**src/rtl/aes_rkey_cache_if.sv**
```systemverilog
// Round-key cache bus: expander capture side, playback request side and
// the valid/ready round-key stream toward the cipher datapath.
//   master : driven by the expander / cipher control / cipher datapath
//   slave  : the cache (aes_rkey_cache)
// Signals: load_start, rk_in_valid, rk_in, load_done, keys_valid,
//          play_start, play_dir, play_ack,
//          rk_valid, rk_ready, rk_out, rk_idx, rk_last
interface aes_rkey_cache_if;
  logic         load_start;
  logic         rk_in_valid;
  logic [127:0] rk_in;
  logic         load_done;
  logic         keys_valid;
  logic         play_start;
  logic         play_dir;
  logic         play_ack;
  logic         rk_valid;
  logic         rk_ready;
  logic [127:0] rk_out;
  logic [3:0]   rk_idx;
  logic         rk_last;

  modport master (
    output load_start, rk_in_valid, rk_in, play_start, play_dir, rk_ready,
    input  load_done, keys_valid, play_ack, rk_valid, rk_out, rk_idx, rk_last
  );

  modport slave (
    input  load_start, rk_in_valid, rk_in, play_start, play_dir, rk_ready,
    output load_done, keys_valid, play_ack, rk_valid, rk_out, rk_idx, rk_last
  );
endinterface

```
**src/rtl/aes_rkey_cache.sv**
```systemverilog
// AES round-key cache. Captures the NR+1 round keys streamed by the key
// expander during a load pass, then replays them on request, forward
// (round 0..NR) or inverse (round NR..0), over a valid/ready stream.
//   clk, reset : clock, synchronous active-high reset
//   bus        : aes_rkey_cache_if.slave (load, playback request, key stream)
//   K          : key length 128/192/256; NR = 10/12/14, NR+1 keys stored
// Optional build macro AES_RKEY_EQINV_EN: inverse playback emits
// InvMixColumns(key) for rounds 1..NR-1 (equivalent inverse cipher keys).
module aes_rkey_cache #(
  parameter int unsigned K = 128
) (
  input logic             clk,
  input logic             reset,
  aes_rkey_cache_if.slave bus
);
  localparam int unsigned NR  = (K == 256) ? 14 : (K == 192) ? 12 : 10;
  localparam int unsigned NK  = NR + 1;
  localparam logic [3:0]  NR4 = 4'(NR);

  typedef enum logic [1:0] {EMPTY, LOAD, READY, PLAY} state_t;

  state_t       state;
  logic [127:0] mem [NK];
  logic [3:0]   wr_ptr, rd_ptr;
  logic         dir_q;
  logic         load_done, keys_valid, rk_valid, rk_last;
  logic [127:0] rk_out;
  logic [3:0]   rk_idx;

  logic         ack;
  logic [3:0]   nxt_ptr;
  logic         nxt_dir;
  logic         nxt_last;
  logic [127:0] rd_key;

`ifdef AES_RKEY_EQINV_EN
  function automatic logic [7:0] xt(input logic [7:0] b);
    return {b[6:0], 1'b0} ^ (b[7] ? 8'h1b : 8'h00);
  endfunction

  function automatic logic [127:0] inv_mix(input logic [127:0] d);
    logic [127:0] r;
    logic [7:0]   s [4];
    logic [7:0]   x2 [4], x4 [4], x8 [4];
    logic [7:0]   m9 [4], mb [4], md [4], me [4];
    r = '0;
    for (int unsigned c = 0; c < 4; c++) begin
      for (int unsigned i = 0; i < 4; i++) begin
        s[i]  = d[127 - 32*c - 8*i -: 8];
        x2[i] = xt(s[i]);
        x4[i] = xt(x2[i]);
        x8[i] = xt(x4[i]);
        m9[i] = x8[i] ^ s[i];
        mb[i] = x8[i] ^ x2[i] ^ s[i];
        md[i] = x8[i] ^ x4[i] ^ s[i];
        me[i] = x8[i] ^ x4[i] ^ x2[i];
      end
      r[127 - 32*c -: 32] = {me[0] ^ mb[1] ^ md[2] ^ m9[3],
                             m9[0] ^ me[1] ^ mb[2] ^ md[3],
                             md[0] ^ m9[1] ^ me[2] ^ mb[3],
                             mb[0] ^ md[1] ^ m9[2] ^ me[3]};
    end
    return r;
  endfunction
`endif

  // load_start outranks play_start
  assign ack = (state == READY) && bus.play_start && !bus.load_start;

  // Index of the key to be presented next: the start point on acceptance,
  // otherwise one step along the current direction. On the final key the
  // pointer holds so it never leaves 0..NR.
  always_comb begin
    nxt_dir = dir_q;
    nxt_ptr = rd_ptr;
    if (ack) begin
      nxt_dir = bus.play_dir;
      nxt_ptr = bus.play_dir ? NR4 : '0;
    end else if (!rk_last) begin
      nxt_ptr = dir_q ? rd_ptr - 4'd1 : rd_ptr + 4'd1;
    end
    nxt_last = nxt_dir ? (nxt_ptr == '0) : (nxt_ptr == NR4);
    rd_key   = mem[nxt_ptr];
`ifdef AES_RKEY_EQINV_EN
    if (nxt_dir && nxt_ptr != '0 && nxt_ptr != NR4)
      rd_key = inv_mix(rd_key);
`endif
  end

  always_ff @(posedge clk) begin
    if (!reset && !bus.load_start && state == LOAD && bus.rk_in_valid)
      mem[wr_ptr] <= bus.rk_in;
  end

  always_ff @(posedge clk) begin
    if (reset) begin
      state      <= EMPTY;
      wr_ptr     <= '0;
      rd_ptr     <= '0;
      dir_q      <= 1'b0;
      load_done  <= 1'b0;
      keys_valid <= 1'b0;
      rk_valid   <= 1'b0;
      rk_out     <= '0;
      rk_idx     <= '0;
      rk_last    <= 1'b0;
    end else begin
      load_done <= 1'b0;
      if (bus.load_start) begin
        state      <= LOAD;
        wr_ptr     <= '0;
        keys_valid <= 1'b0;
        rk_valid   <= 1'b0;
        rk_last    <= 1'b0;
      end else begin
        case (state)
          LOAD: begin
            if (bus.rk_in_valid) begin
              if (wr_ptr == NR4) begin
                state      <= READY;
                load_done  <= 1'b1;
                keys_valid <= 1'b1;
              end else begin
                wr_ptr <= wr_ptr + 4'd1;
              end
            end
          end
          READY: begin
            if (ack) begin
              state    <= PLAY;
              dir_q    <= nxt_dir;
              rd_ptr   <= nxt_ptr;
              rk_valid <= 1'b1;
              rk_out   <= rd_key;
              rk_idx   <= nxt_ptr;
              rk_last  <= nxt_last;
            end
          end
          PLAY: begin
            if (rk_valid && bus.rk_ready) begin
              if (rk_last) begin
                rk_valid <= 1'b0;
                state    <= READY;
              end else begin
                rd_ptr  <= nxt_ptr;
                rk_out  <= rd_key;
                rk_idx  <= nxt_ptr;
                rk_last <= nxt_last;
              end
            end
          end
          default: ;
        endcase
      end
    end
  end

  assign bus.play_ack   = ack;
  assign bus.load_done  = load_done;
  assign bus.keys_valid = keys_valid;
  assign bus.rk_valid   = rk_valid;
  assign bus.rk_out     = rk_out;
  assign bus.rk_idx     = rk_idx;
  assign bus.rk_last    = rk_last;
endmodule

```
**src/flat_wrapper.sv**
```systemverilog
// flat-port wrapper written by rule: the top's interface ports become plain ports
module aes_rkey_cache_flat 
#(
  parameter int unsigned K = 128
)
  (clk, reset, bus_load_start, bus_rk_in_valid, bus_rk_in, bus_play_start, bus_play_dir, bus_rk_ready, bus_load_done, bus_keys_valid, bus_play_ack, bus_rk_valid, bus_rk_out, bus_rk_idx, bus_rk_last);
  aes_rkey_cache_if bus_i ();
  input logic clk;
  input logic reset;
  input wire logic [$bits(bus_i.load_start)-1:0] bus_load_start;
  input wire logic [$bits(bus_i.rk_in_valid)-1:0] bus_rk_in_valid;
  input wire logic [$bits(bus_i.rk_in)-1:0] bus_rk_in;
  input wire logic [$bits(bus_i.play_start)-1:0] bus_play_start;
  input wire logic [$bits(bus_i.play_dir)-1:0] bus_play_dir;
  input wire logic [$bits(bus_i.rk_ready)-1:0] bus_rk_ready;
  output wire logic [$bits(bus_i.load_done)-1:0] bus_load_done;
  output wire logic [$bits(bus_i.keys_valid)-1:0] bus_keys_valid;
  output wire logic [$bits(bus_i.play_ack)-1:0] bus_play_ack;
  output wire logic [$bits(bus_i.rk_valid)-1:0] bus_rk_valid;
  output wire logic [$bits(bus_i.rk_out)-1:0] bus_rk_out;
  output wire logic [$bits(bus_i.rk_idx)-1:0] bus_rk_idx;
  output wire logic [$bits(bus_i.rk_last)-1:0] bus_rk_last;
  assign bus_i.load_start = bus_load_start;
  assign bus_i.rk_in_valid = bus_rk_in_valid;
  assign bus_i.rk_in = bus_rk_in;
  assign bus_i.play_start = bus_play_start;
  assign bus_i.play_dir = bus_play_dir;
  assign bus_i.rk_ready = bus_rk_ready;
  assign bus_load_done = bus_i.load_done;
  assign bus_keys_valid = bus_i.keys_valid;
  assign bus_play_ack = bus_i.play_ack;
  assign bus_rk_valid = bus_i.rk_valid;
  assign bus_rk_out = bus_i.rk_out;
  assign bus_rk_idx = bus_i.rk_idx;
  assign bus_rk_last = bus_i.rk_last;
  aes_rkey_cache #(.K(K)) u_core (.clk(clk), .reset(reset), .bus(bus_i));
endmodule
```
**config.mk**
```make
export PLATFORM = sky130hd
export DESIGN_NAME = aes_rkey_cache_flat
export DESIGN_NICKNAME = d
export VERILOG_FILES = /design/src/rtl/aes_rkey_cache_if.sv /design/src/rtl/aes_rkey_cache.sv /design/src/flat_wrapper.sv
export SDC_FILE = /design/constraint.sdc
export NUM_CORES = 2
export LEC_CHECK = 0
export ABC_AREA = 1
export CORE_MARGIN = 1
export CORE_UTILIZATION = 45
export CTS_BUF_LIST = sky130_fd_sc_hd__clkbuf_4 sky130_fd_sc_hd__clkbuf_8
export CTS_CLUSTER_SIZE = 8
export DETAILED_ROUTE_END_ITERATION = 10
export PLACE_DENSITY_LB_ADDON = 0.2
export SYNTH_ARGS = -nofsm -noshare
export SYNTH_HDL_FRONTEND = slang
export SYNTH_SLANG_ARGS = --single-unit
```
**constraint.sdc**
```tcl
create_clock -name clk -period 15.2 [get_ports clk]
set_clock_uncertainty 0.05 [all_clocks]
set_input_delay 3.8 -clock clk [delete_from_list [all_inputs] [get_ports clk]]
set_output_delay 3.8 -clock clk [all_outputs]
set_load 0.1 [all_outputs]
```
==> impl_metrics.xml <==
<?xml version="1.0" encoding="UTF-8"?>
<metrics>
  <group name="status">
    <metric name="outcome" unit="">complete, no violations</metric>
  </group>
  <group name="synthesis">
    <metric name="synth.net_count" unit="">6228</metric>
    <metric name="synth_warnings" unit="">0</metric>
    <metric name="syn_inst" unit="">6082</metric>
    <metric name="postSynthRegisterBits" unit="">1551</metric>
    <metric name="ys_types" unit="">28</metric>
    <metric name="synth.cell_area" unit="mm^2">0.06573</metric>
    <metric name="synth_area_per_cell" unit="um^2">10.81</metric>
    <metric name="synth_seq_area_share" unit="">0.6868</metric>
  </group>
  <group name="grt">
    <metric name="grt_pass1_vias" unit="">43440</metric>
    <metric name="grt_pass1_wl" unit="mm">263.4</metric>
    <metric name="pin_count_of_the_biggest_net_entering_global_routing" unit="">209</metric>
    <metric name="antenna_violations_before_repair" unit="">24</metric>
    <metric name="grt.total_usage" unit="">0.2351</metric>
    <metric name="grt_remaining_overflow" unit="">0</metric>
  </group>
  <group name="worst_setup_path">
    <metric name="worst-setup-path-type" unit="">in -&gt; out</metric>
    <metric name="endpoint_kind" unit="">primary output</metric>
    <metric name="cp_cell_sequence" unit="">clkdlybuf4s50_1 -&gt; nand2_1 -&gt; nor2_4 -&gt; clkdlybuf4s50_1</metric>
    <metric name="critPathTopFamily" unit="">buffers and inverters</metric>
    <metric name="cp.required" unit="ns">11.35</metric>
    <metric name="critPathBufInv" unit="">2</metric>
    <metric name="timing.critical_path.slowest_cell_delay" unit="ns">1.18</metric>
    <metric name="cp-start-kind" unit="">input port</metric>
    <metric name="crit_fanout" unit="">8</metric>
    <metric name="timing.critical_path.arrival" unit="ns">5.84</metric>
    <metric name="critical-path-slowest-cell" unit="">clkdlybuf4s50_1</metric>
    <metric name="worst_path_most_repeated_cell" unit="">clkdlybuf4s50_1</metric>
  </group>
  <group name="pwr">
    <metric name="power" unit="mW">9.142</metric>
    <metric name="pwr_density_cell" unit="mW/mm^2">121.2</metric>
    <metric name="static_leakage" unit="nW">29.03</metric>
    <metric name="max_ir_drop_vdd" unit="uV">60.31</metric>
  </group>
  <group name="timing">
    <metric name="max_slew_margin" unit="">0.2502</metric>
    <metric name="rsz0062_at_grt" unit="">no</metric>
    <metric name="worst-slew-pin-transition" unit="ns">1.121</metric>
    <metric name="totalNegativeSetupSlack" unit="ns">0</metric>
    <metric name="period_share" unit="">0.6375</metric>
    <metric name="layout_setup_ws" unit="ns">5.509</metric>
    <metric name="timing_hold_violations_final" unit="">0</metric>
    <metric name="max_clock_freq" unit="MHz">103.2</metric>
    <metric name="finalCriticalPeriod" unit="ns">9.691</metric>
    <metric name="drv_slew" unit="">0</metric>
    <metric name="final-setup-viol-count" unit="">0</metric>
  </group>
  <group name="cts">
    <metric name="cts_post_setup_buffers_inserted" unit="">0</metric>
    <metric name="clk_pin_slew_worst_paths" unit="ns">0.06</metric>
    <metric name="cts_resized" unit="">0</metric>
    <metric name="tritoncts_clock_tree" unit="">done</metric>
    <metric name="clock_sinks" unit="">1551</metric>
    <metric name="max-clock-path-buffers" unit="">4</metric>
    <metric name="cts_hold_buffers" unit="">0</metric>
    <metric name="worst_skew_pair.late_latency" unit="ns">0.98</metric>
    <metric name="cts_buffers" unit="">282</metric>
    <metric name="clockRootBuffer" unit="">clkbuf_8</metric>
    <metric name="cts_h_tree_lvls" unit="">5</metric>
  </group>
  <group name="floorplan">
    <metric name="start_util" unit="">0.4554</metric>
    <metric name="io_pins" unit="">272</metric>
    <metric name="floorplan.core_area" unit="mm^2">0.1444</metric>
    <metric name="die_h" unit="um">384.2</metric>
    <metric name="die_area" unit="mm^2">0.1476</metric>
    <metric name="die_width" unit="um">384.2</metric>
    <metric name="rows" unit="">139</metric>
  </group>
  <group name="route">
    <metric name="routed-via-count" unit="">44410</metric>
    <metric name="drt_first_pass_iters" unit="">6</metric>
    <metric name="routed_wire_length_per_instance" unit="um">20.66</metric>
    <metric name="finalWirelength" unit="mm">174.3</metric>
    <metric name="dr.first_iter.drc_count" unit="">3638</metric>
    <metric name="drc" unit="">0</metric>
    <metric name="post_drt_via_cell_ratio" unit="">5.265</metric>
    <metric name="postRouteAntennaNets" unit="">0</metric>
  </group>
  <group name="place">
    <metric name="gpl.final_weighted_congestion" unit="">0.7645</metric>
    <metric name="pre_cts_slack" unit="ns">5.502</metric>
    <metric name="dp.final_hpwl" unit="mm">82.38</metric>
    <metric name="count_of_buffers_inserted_at_the_top_level_ports" unit="">271</metric>
  </group>
  <group name="cells_and_area">
    <metric name="layout-drive-gt1-share" unit="">0.08262</metric>
    <metric name="regArea" unit="mm^2">0.04514</metric>
    <metric name="fillers" unit="">12500</metric>
    <metric name="nNetsFinal" unit="">6469</metric>
    <metric name="multiInputGateArea" unit="mm^2">0.01655</metric>
    <metric name="layout-area-overhead-vs-synth" unit="%">14.74</metric>
  </group>
  <group name="min_path">
    <metric name="worst_hold_path_type" unit="">reg -&gt; reg</metric>
  </group>
  <group name="run">
    <metric name="maxcap_viol_count" unit="">0</metric>
  </group>
</metrics>
## layout make-up
| class | instances | area share |
|---|---|---|
| Sequential cell | 1551 | 0.5985 |
| Multi-Input combinational cell | 3459 | 0.2194 |
| Clock buffer | 421 | 0.06753 |
| Timing Repair Buffer | 340 | 0.04434 |
| Inverter | 689 | 0.03436 |
| Tap cell | 1903 | 0.03157 |
| Clock inverter | 64 | 0.003998 |
| Antenna cell | 8 | 0.0002654 |
## where the power goes
group	total (mW)	internal [mW]	switching, mW
clock network	3.80	2.14	1.65
logic	0.670	0.185	0.486
registers	4.68	4.67	0.0112
## metrics by stage
| step | utilization | cell area, um^2 | hold WS, ns | instances |
|---|---|---|---|---|
| finish | 0.5225 | 75420 | 0.4305 | 8435 |
| floorplan | - | 65730 | 0.4141 | 6082 |
| detailed placement | 0.4850 | 70010 | 0.4137 | 7942 |
| global placement | 0.4850 | 70010 | 0.3992 | 7942 |
| CTS | 0.5224 | 75400 | 0.4304 | 8427 |
| global route | 0.5224 | 75410 | 0.4820 | 8432 |
## Yosys cell counts
master / number / area (um^2)
clkbuf_1: 207 / 777.0
o211ai_1: 1 / 7.510
o22ai_1: 1 / 6.260
o21ai_0: 9 / 45.04
nand4_1: 1 / 6.260
nand3_1: 915 / 4579
a31oi_1: 1 / 6.260
edfxtp_1: 1408 / 42280
buf_2: 127 / 635.6
fa_1: 1 / 20.02
nand2_2: 5 / 31.28
clkinv_1: 1 / 3.750
inv_2: 4 / 15.01
a21oi_4: 1 / 16.27
ha_1: 10 / 125.1
inv_1: 684 / 2567
buf_1: 42 / 157.7
nor3_2: 1 / 10.01
or2_2: 2 / 12.51
buf_4: 7 / 52.55
o21ai_1: 122 / 610.6
nor2_1: 511 / 1918
nor3_1: 9 / 45.04
dfxtp_1: 143 / 2863
nand2_1: 1343 / 5041
nand3b_1: 504 / 3784
nor2_4: 1 / 11.26
a21oi_1: 21 / 105.1
## cell families after synthesis
family / Yosys count / share of synthesized area
AOI/OAI and AO/OA: 156 / 0.01213
adders and majority gates: 11 / 0.002208
buffers and inverters: 1072 / 0.06403
DFF: 1551 / 0.6868
and+or+nand+nor: 3292 / 0.2349
## registers in the layout, indices dropped and copies added, names as in the netlist
register and count:
u_core.wr_ptr 4, u_core.dir_q 1, u_core.rd_ptr 4, u_core.bus.rk_valid 1
u_core.bus.rk_out 128, u_core.state 2, u_core.bus.keys_valid 1, u_core.mem 1408
u_core.bus.rk_last 1, u_core.bus.load_done 1
## layer usage
metal	track usage	wire length [um]
met1	0.3029	74150
met2	0.3955	84260
met4	0.09112	5412
met3	0.03980	10260
met5	0	215
## path summary, 6_finish.rpt
path                            depth (start not counted)               endpoint                  start  slack, ns
worst min-delay path                                    2  u_core.bus.keys_valid  u_core.bus.keys_valid       0.43
worst max-delay path                                    4           bus_play_ack         bus_play_start       5.51
worst max register to register                         13  u_core.bus.rk_out[76]        u_core.state[0]      10.02
worst min register to register                          2  u_core.bus.keys_valid  u_core.bus.keys_valid       0.43
## cells in the final DEF, fill, tap and decap left out, types with 2 or more instances in the layout
cell and instances:
edfxtp_1 1408, nand2_1 1341, nand3_1 913, inv_1 684, nor2_1 507, nand3b_1 504
clkbuf_8 309, clkdlybuf4s50_1 270, dfxtp_1 143, o21ai_1 122, clkbuf_4 112, buf_4 60
clkinv_1 46, a21oi_1 21, clkinv_2 13, ha_1 10, o21ai_0 9, buf_12 9
diode_2 8, nor3_2 7, nor2_4 5, clkinvlp_4 5, nand2_8 4, inv_2 3
or2_2 2, nand3_4 2, nand2_4 2, nor3_1 2
## worst register-to-register path, stage by stage (launching register included)
cell and delay, ns:
dfxtp_1 0.37, inv_1 0.09, ha_1 0.29, nand3_4 0.65, nand3_1 0.37, nand2_8 0.67, buf_12 0.77, buf_4 1.11
nand3_1 0.19, nand2_1 0.10, nand2_1 0.05, a21oi_1 0.21, nor2_1 0.07, nor2_1 0.09
Note: power is estimated with default switching activity, not from simulation.
